File: src/rtl/spi_slave_pkg.sv
`default_nettype none
// ============================================================================
// spi_slave_pkg : shared FSM encodings, SPI mode and default sizing
// Revision      : 1.0
// ============================================================================
package spi_slave_pkg;

  localparam int DEFAULT_WIDTH       = 8;
  localparam int DEFAULT_SYNC_STAGES = 2;

  localparam logic SPI_CPOL = 1'b0;
  localparam logic SPI_CPHA = 1'b0;

  typedef enum logic [1:0] {
    ST_IDLE   = 2'd0,
    ST_LOAD   = 2'd1,
    ST_ACTIVE = 2'd2
  } state_e;

endpackage
`default_nettype wire

File: src/rtl/spi_slave_if.sv
`default_nettype none
// ============================================================================
// spi_slave_if : SPI pins plus the local tx/rx client handshake
// Revision     : 1.0
// ============================================================================
interface spi_slave_if import spi_slave_pkg::*; #(
  parameter int WIDTH = DEFAULT_WIDTH
) ();

  logic             spi_clk;
  logic             cs;
  logic             mosi;
  logic             miso;
  logic             miso_oe;
  logic [WIDTH-1:0] tx_data;
  logic             tx_valid;
  logic             tx_ready;
  logic [WIDTH-1:0] rx_data;
  logic             rx_valid;
  logic             tx_underrun;
  logic             busy;

  modport slave (
    input  spi_clk, cs, mosi, tx_data, tx_valid,
    output miso, miso_oe, tx_ready, rx_data, rx_valid, tx_underrun, busy
  );

  modport master (
    output spi_clk, cs, mosi, tx_data, tx_valid,
    input  miso, miso_oe, tx_ready, rx_data, rx_valid, tx_underrun, busy
  );

endinterface
`default_nettype wire

File: src/rtl/spi_sync_edge.sv
`default_nettype none
// ============================================================================
// spi_sync_edge : multi-flop synchronizer with rise/fall detection
// Revision      : 1.0
// ============================================================================
module spi_sync_edge import spi_slave_pkg::*; #(
  parameter int STAGES = DEFAULT_SYNC_STAGES
) (
  input  wire logic clk,
  input  wire logic reset,
  input  wire logic async_in,
  output logic      sync_out,
  output logic      rise,
  output logic      fall
);

  logic [STAGES-1:0] sync_q, sync_d;
  logic              prev_q, prev_d;

  always_comb begin
    sync_d = {sync_q[STAGES-2:0], async_in};
    prev_d = sync_q[STAGES-1];
  end

  // Resetting to 0 means a cs held low through reset never yields a fall.
  always_ff @(posedge clk) begin
    if (reset) begin
      sync_q <= '0;
      prev_q <= 1'b0;
    end else begin
      sync_q <= sync_d;
      prev_q <= prev_d;
    end
  end

  assign sync_out = sync_q[STAGES-1];
  assign rise     =  sync_out & ~prev_q;
  assign fall     = ~sync_out &  prev_q;

endmodule
`default_nettype wire

File: src/rtl/spi_slave.sv
`default_nettype none
// ============================================================================
// spi_slave : mode-0 SPI responder with a one-entry tx holding register
// Revision  : 1.0
// ============================================================================
module spi_slave import spi_slave_pkg::*; #(
  parameter int               WIDTH       = DEFAULT_WIDTH,
  parameter int               SYNC_STAGES = DEFAULT_SYNC_STAGES,
  parameter logic [WIDTH-1:0] IDLE_FILL   = {WIDTH{1'b1}}
) (
  input wire logic   clk,
  input wire logic   reset,
  spi_slave_if.slave bus
);

  localparam int   CNT_W          = $clog2(WIDTH);
  localparam logic SAMPLE_ON_FALL = SPI_CPOL ^ SPI_CPHA;

  logic sclk_rise, sclk_fall, sclk_s_unused;
  logic cs_s, cs_rise, cs_fall;
  logic mosi_s, mosi_rise_unused, mosi_fall_unused;
  logic sample_edge, shift_edge;

  spi_sync_edge #(.STAGES(SYNC_STAGES)) u_sync_sclk (
    .clk(clk), .reset(reset), .async_in(bus.spi_clk),
    .sync_out(sclk_s_unused), .rise(sclk_rise), .fall(sclk_fall)
  );
  spi_sync_edge #(.STAGES(SYNC_STAGES)) u_sync_cs (
    .clk(clk), .reset(reset), .async_in(bus.cs),
    .sync_out(cs_s), .rise(cs_rise), .fall(cs_fall)
  );
  spi_sync_edge #(.STAGES(SYNC_STAGES)) u_sync_mosi (
    .clk(clk), .reset(reset), .async_in(bus.mosi),
    .sync_out(mosi_s), .rise(mosi_rise_unused), .fall(mosi_fall_unused)
  );

  assign sample_edge = SAMPLE_ON_FALL ? sclk_fall : sclk_rise;
  assign shift_edge  = SAMPLE_ON_FALL ? sclk_rise : sclk_fall;

  state_e           state_q, state_d;
  logic [CNT_W-1:0] bit_cnt_q, bit_cnt_d;
  logic [WIDTH-1:0] tx_shift_q, tx_shift_d;
  logic [WIDTH-2:0] rx_shift_q, rx_shift_d;
  logic [WIDTH-1:0] rx_data_q, rx_data_d;
  logic             rx_valid_q, rx_valid_d;
  logic [WIDTH-1:0] hold_q, hold_d;
  logic             hold_full_q, hold_full_d;
  logic             load_tx, consume, underrun, accept;

  assign accept = bus.tx_valid & ~hold_full_q;

  always_comb begin
    state_d     = state_q;
    bit_cnt_d   = bit_cnt_q;
    tx_shift_d  = tx_shift_q;
    rx_shift_d  = rx_shift_q;
    rx_data_d   = rx_data_q;
    rx_valid_d  = 1'b0;
    load_tx     = 1'b0;
    consume     = 1'b0;
    underrun    = 1'b0;

    case (state_q)
      ST_IDLE: begin
        if (cs_fall) state_d = ST_LOAD;
      end
      ST_LOAD: begin
        load_tx   = 1'b1;
        bit_cnt_d = '0;
        state_d   = cs_rise ? ST_IDLE : ST_ACTIVE;
      end
      ST_ACTIVE: begin
        if (cs_rise) begin
          state_d = ST_IDLE;
        end else begin
          if (sample_edge) begin
            rx_shift_d = {rx_shift_q[WIDTH-3:0], mosi_s};
            if (bit_cnt_q == CNT_W'(WIDTH - 1)) begin
              bit_cnt_d  = '0;
              rx_data_d  = {rx_shift_q, mosi_s};
              rx_valid_d = 1'b1;
            end else begin
              bit_cnt_d = bit_cnt_q + CNT_W'(1);
            end
          end
          // A shift edge at bit 0 only follows a completed word: fetch the next one.
          if (shift_edge) begin
            if (bit_cnt_q != '0) tx_shift_d = tx_shift_q << 1;
            else                 load_tx    = 1'b1;
          end
        end
      end
      default: state_d = ST_IDLE;
    endcase

    if (load_tx) begin
      if (hold_full_q) begin
        tx_shift_d = hold_q;
        consume    = 1'b1;
      end else begin
        tx_shift_d = IDLE_FILL;
        underrun   = 1'b1;
      end
    end

    hold_full_d = (hold_full_q & ~consume) | accept;
    hold_d      = accept ? bus.tx_data : hold_q;
  end

  always_ff @(posedge clk) begin
    if (reset) begin
      state_q     <= ST_IDLE;
      bit_cnt_q   <= '0;
      tx_shift_q  <= '0;
      rx_shift_q  <= '0;
      rx_data_q   <= '0;
      rx_valid_q  <= 1'b0;
      hold_q      <= '0;
      hold_full_q <= 1'b0;
    end else begin
      state_q     <= state_d;
      bit_cnt_q   <= bit_cnt_d;
      tx_shift_q  <= tx_shift_d;
      rx_shift_q  <= rx_shift_d;
      rx_data_q   <= rx_data_d;
      rx_valid_q  <= rx_valid_d;
      hold_q      <= hold_d;
      hold_full_q <= hold_full_d;
    end
  end

  // Output enable follows synced cs directly so it drops on the cs_rise cycle.
  assign bus.miso_oe     = (state_q != ST_IDLE) & ~cs_s;
  assign bus.busy        = bus.miso_oe;
  assign bus.miso        = tx_shift_q[WIDTH-1] & bus.miso_oe;
  assign bus.tx_ready    = ~hold_full_q;
  assign bus.rx_data     = rx_data_q;
  assign bus.rx_valid    = rx_valid_q;
  assign bus.tx_underrun = underrun;

endmodule
`default_nettype wire

File: src/flat_wrapper.sv
// flat-port wrapper written by rule: the top's interface ports become plain ports
module spi_slave_flat import spi_slave_pkg::*;
#(
  parameter int               WIDTH       = DEFAULT_WIDTH,
  parameter int               SYNC_STAGES = DEFAULT_SYNC_STAGES,
  parameter logic [WIDTH-1:0] IDLE_FILL   = {WIDTH{1'b1}}
)
  (clk, reset, bus_spi_clk, bus_cs, bus_mosi, bus_tx_data, bus_tx_valid, bus_miso, bus_miso_oe, bus_tx_ready, bus_rx_data, bus_rx_valid, bus_tx_underrun, bus_busy);
  spi_slave_if #(.WIDTH(WIDTH)) bus_i ();
  input wire logic clk;
  input wire logic reset;
  input wire logic [$bits(bus_i.spi_clk)-1:0] bus_spi_clk;
  input wire logic [$bits(bus_i.cs)-1:0] bus_cs;
  input wire logic [$bits(bus_i.mosi)-1:0] bus_mosi;
  input wire logic [$bits(bus_i.tx_data)-1:0] bus_tx_data;
  input wire logic [$bits(bus_i.tx_valid)-1:0] bus_tx_valid;
  output wire logic [$bits(bus_i.miso)-1:0] bus_miso;
  output wire logic [$bits(bus_i.miso_oe)-1:0] bus_miso_oe;
  output wire logic [$bits(bus_i.tx_ready)-1:0] bus_tx_ready;
  output wire logic [$bits(bus_i.rx_data)-1:0] bus_rx_data;
  output wire logic [$bits(bus_i.rx_valid)-1:0] bus_rx_valid;
  output wire logic [$bits(bus_i.tx_underrun)-1:0] bus_tx_underrun;
  output wire logic [$bits(bus_i.busy)-1:0] bus_busy;
  assign bus_i.spi_clk = bus_spi_clk;
  assign bus_i.cs = bus_cs;
  assign bus_i.mosi = bus_mosi;
  assign bus_i.tx_data = bus_tx_data;
  assign bus_i.tx_valid = bus_tx_valid;
  assign bus_miso = bus_i.miso;
  assign bus_miso_oe = bus_i.miso_oe;
  assign bus_tx_ready = bus_i.tx_ready;
  assign bus_rx_data = bus_i.rx_data;
  assign bus_rx_valid = bus_i.rx_valid;
  assign bus_tx_underrun = bus_i.tx_underrun;
  assign bus_busy = bus_i.busy;
  spi_slave #(.WIDTH(WIDTH), .SYNC_STAGES(SYNC_STAGES), .IDLE_FILL(IDLE_FILL)) u_core (.clk(clk), .reset(reset), .bus(bus_i));
endmodule
File: config.mk
export PLATFORM = sky130hd
export DESIGN_NAME = spi_slave_flat
export DESIGN_NICKNAME = d
export VERILOG_FILES = /design/src/rtl/spi_slave_pkg.sv /design/src/rtl/spi_slave_if.sv /design/src/rtl/spi_sync_edge.sv /design/src/rtl/spi_slave.sv /design/src/flat_wrapper.sv
export SDC_FILE = /design/constraint.sdc
export NUM_CORES = 1
export LEC_CHECK = 0
export ABC_AREA = 1
export CAP_MARGIN = 5
export CORE_MARGIN = 4
export CORE_UTILIZATION = 53
export CTS_CLUSTER_DIAMETER = 40
export DETAILED_ROUTE_END_ITERATION = 16
export PLACE_DENSITY = 0.78
export SYNTH_ARGS = -nofsm -noshare
export SYNTH_HDL_FRONTEND = slang
export SYNTH_SLANG_ARGS = --single-unit
File: constraint.sdc
create_clock -name clk -period 2 [get_ports clk]
set_input_delay 0.4 -clock clk [delete_from_list [all_inputs] [get_ports clk]]
set_output_delay 0.4 -clock clk [all_outputs]
set_load 0.1 [all_outputs]
==> impl_metrics.py <==
metrics = {
    "power": {
        "irDropWorstVdd_mv": 0.491,
        "intPower_w": 0.00144,
        "p_sw_frac": 0.364,
        "switchingPower_w": 0.000823,
        "p_comb_frac": 0.344,
        "p_per_area_nw_per_um2": 915,
        "leakage_nw": 1.13,
        "clkPwrFrac": 0.204,
        "seqPwrFrac": 0.452,
    },
    "placement": {
        "port_buffers": 27,
        "dp_hpwl_um": 2630,
        "gp_congestion": 0.860,
        "placed_cells": 329,
    },
    "logic_synthesis": {
        "netlist.area_leader.share": 0.481,
        "synthFlopType": "dfxtp_1",
        "synth_commonest_cells": "nor2_1, dfxtp_1, nand2_1",
        "seq_area_frac_synth": 0.481,
        "avgSynthCellArea_um2": 7.40,
        "synth_edf_count": 0,
        "synth_area_um2": 1920,
        "syn_nets": 279,
        "yosysTopAreaCell": "dfxtp_1",
        "ys_types": 23,
        "synth-async-reset-ratio": 0,
        "yosysMostFrequentCell": "nor2_1",
        "yosys_warnings": 0,
        "synth_area_leaders": "dfxtp_1, nor2_1, nand2_1",
        "ys_ff_latch": 46,
        "synthCells": 259,
    },
    "timing": {
        "finalHoldViolCount": 0,
        "max_clock_freq_ghz": 0.499,
        "fin_crit_sh": 1.00,
        "rsz0062_at_grt": "yes",
        "setup_viol": 1,
        "slew_headroom": 0.747,
        "tightest_slew_ps": 378,
        "slew_viol_final": 0,
        "layout_setup_ws_ps": -2.73,
        "clock_skew_ps": 17.7,
        "period_needed_ps": 2000,
    },
    "final_layout": {
        "final_net_count": 320,
        "area_delta_synth_final_pct": 29.0,
        "diodes": 0,
        "drive_gt1_frac": 0.219,
        "fillers": 261,
        "layout.cells.non_filler": 347,
        "multiInputGateArea_um2": 895,
        "fin_util": 0.723,
        "regArea_um2": 926,
    },
    "global_routing": {
        "grt_max_degree": 21,
        "antenna_found_initial": 0,
        "grt_pass1_vias": 1527,
        "grt_pass1_wl_um": 6720,
        "grt_usage": 0.199,
        "grt.overflow.total": 0,
    },
    "clocking": {
        "cts_made_buffers": 5,
        "cts.sinks": 46,
        "clock_latency_ps": 380,
        "htreeDepth": 2,
        "cts_tree": "built",
        "root_buffer": "clkbuf_4",
        "clkTransAtPathRegs_ps": 150,
        "ctsHoldBuffers": 0,
        "clockBufferDepth": 2,
    },
    "detailed_routing": {
        "ant_nets": 0,
        "first_pass_iters": 4,
        "totalWireLength_um": 4040,
        "vias": 1685,
        "drc_errors": 0,
        "vias_per_cell": 4.86,
        "wire_per_inst_um": 11.6,
        "detail_route.iter0.violations": 155,
    },
    "critical_path": {
        "slowest_stage": "dfxtp_2",
        "arrival_ps": 1600,
        "crit_type": "flop to output pin",
        "endpoint_kind": "output pin",
        "path_depth": 9,
        "cp.required_ps": 1600,
        "reg2regPathDepth": 13,
        "crit_family": "flip-flops",
        "critPathMaxStageDelay_ps": 360,
        "cp.buffers_inverters": 3,
        "path_max_fanout": 3,
        "path_cells": "inv_4, ha_4, inv_4, a21oi_4, nand2_2, nand2_4, nand2_4, nor2_4, buf_12",
        "start_kind": "flop",
    },
    "floorplanning": {
        "die_area_um2": 4640,
        "initial_utilization": 0.561,
        "placementRows": 21,
        "dieHeight_um": 68.1,
        "die_x_um": 68.1,
        "io_pins": 28,
        "core_area_um2": 3420,
    },
    "run_status": {
        "violations": "setup timing",
        "status": "finished with violations",
    },
    "flow_run": {
        "max_cap_violations": 0,
    },
    "min_path": {
        "worstHoldPathType": "flop to flop",
        "holdPathStages": 2,
    },
}
[worst paths after layout]
check	from	end	slack, ps
max	u_core.state_q[0]	bus_tx_underrun	-3
min	u_core.u_sync_mosi.sync_q[0]	u_core.u_sync_mosi.sync_q[1]	400
max reg2reg	u_core.state_q[0]	u_core.tx_shift_q[1]	290
min reg2reg	u_core.u_sync_mosi.sync_q[0]	u_core.u_sync_mosi.sync_q[1]	400
[per-layer routing]
metal	vias to the layer above	global-route usage	routed length, um
met5	-	0	0
met4	0	0.129	144
met3	14	0.0460	167
met2	32	0.327	1920
met1	752	0.230	1810
li1	887	-	-
[power groups by stage]
stage | logic, W | registers, W | clock network (W)
3_3_place_gp | 0.000633 | 0.00103 | 0
4_1_cts | 0.000738 | 0.00102 | 0.000473
5_1_grt | 0.000843 | 0.00103 | 0.000519
3_5_place_dp | 0.000642 | 0.00103 | 0
6_report | 0.000778 | 0.00102 | 0.000461
2_1_floorplan | 0.000470 | 0.00103 | 0
[cell families (layout without fill, tap and decap cells)]
logic type / count (synthesis) / after routing / share of synthesized area
AND/OR/NAND/NOR: 123 / 123 / 0.268
flip-flops: 46 / 46 / 0.481
AO/OA/AOI/OAI: 45 / 45 / 0.123
buffers and inverters: 39 / 81 / 0.0888
adder cells (fa/ha/maj): 6 / 6 / 0.0392
[registers in the layout (all words and copies together), names as in the netlist]
register and cells:
u_core.state_q 2, u_core.rx_shift_q 7, u_core.hold_full_q 1, u_core.u_sync_cs.sync_q 2, u_core.u_sync_cs.prev_q 1, u_core.hold_q 8, u_core.u_sync_sclk.prev_q 1, u_core.bus.rx_valid 1
u_core.bus.rx_data 8, u_core.u_sync_sclk.sync_q 2, u_core.tx_shift_q 8, u_core.u_sync_mosi.sync_q 2, u_core.bit_cnt_q 3
[repair_timing]
action	4_1_cts	5_1_grt
setup endpoints to repair	1	2
resized for setup	19	0
pin swaps	7	5
buffers inserted	7	3
[per-stage QoR]
step | hold WS, ps | worst slack, ps | area, um^2 | power (W) | TNS [ps]
after floorplan | 388 | -267 | 1940 | 0.00150 | -267
after global placement | 390 | 348 | 2270 | 0.00167 | 0
after detailed placement | 401 | 315 | 2270 | 0.00168 | 0
after CTS | 420 | -16.3 | 2450 | 0.00223 | -16.3
after global routing | 440 | -86.7 | 2470 | 0.00239 | -102
final | 405 | -2.73 | 2470 | 0.00226 | -2.73
[worst reg2reg max path, delay by kind of cell (launching register included)]
| kind | cells | cell delay (ps) |
|---|---|---|
| compound gates | 1 | 130 |
| fa+ha+maj | 1 | 150 |
| flops | 1 | 360 |
| simple gates | 7 | 580 |
| buf+inv | 4 | 410 |
[placed cells by master, fill, tap and decap left out, drive strengths merged]
| cell type | count |
|---|---|
| nor2 | 65 |
| a211oi | 1 |
| ha | 6 |
| o211ai | 2 |
| nor3 | 2 |
| nand3 | 3 |
| or2 | 1 |
| clkdlybuf4s50 | 13 |
| clkbuf | 5 |
| clkinvlp | 2 |
| o21ai | 27 |
| nand2 | 52 |
| a21oi | 15 |
| buf | 29 |
| dfxtp | 46 |
| inv | 32 |
[layout make-up]
cell class / count / area share
multi-input cells: 174 / 0.362
inverters: 31 / 0.0491
clock buffers: 5 / 0.0152
clock inverters: 3 / 0.00962
well taps: 46 / 0.0233
flip-flops and latches: 46 / 0.375
repair buffers: 42 / 0.166
Note: power is estimated with default switching activity, not from simulation.
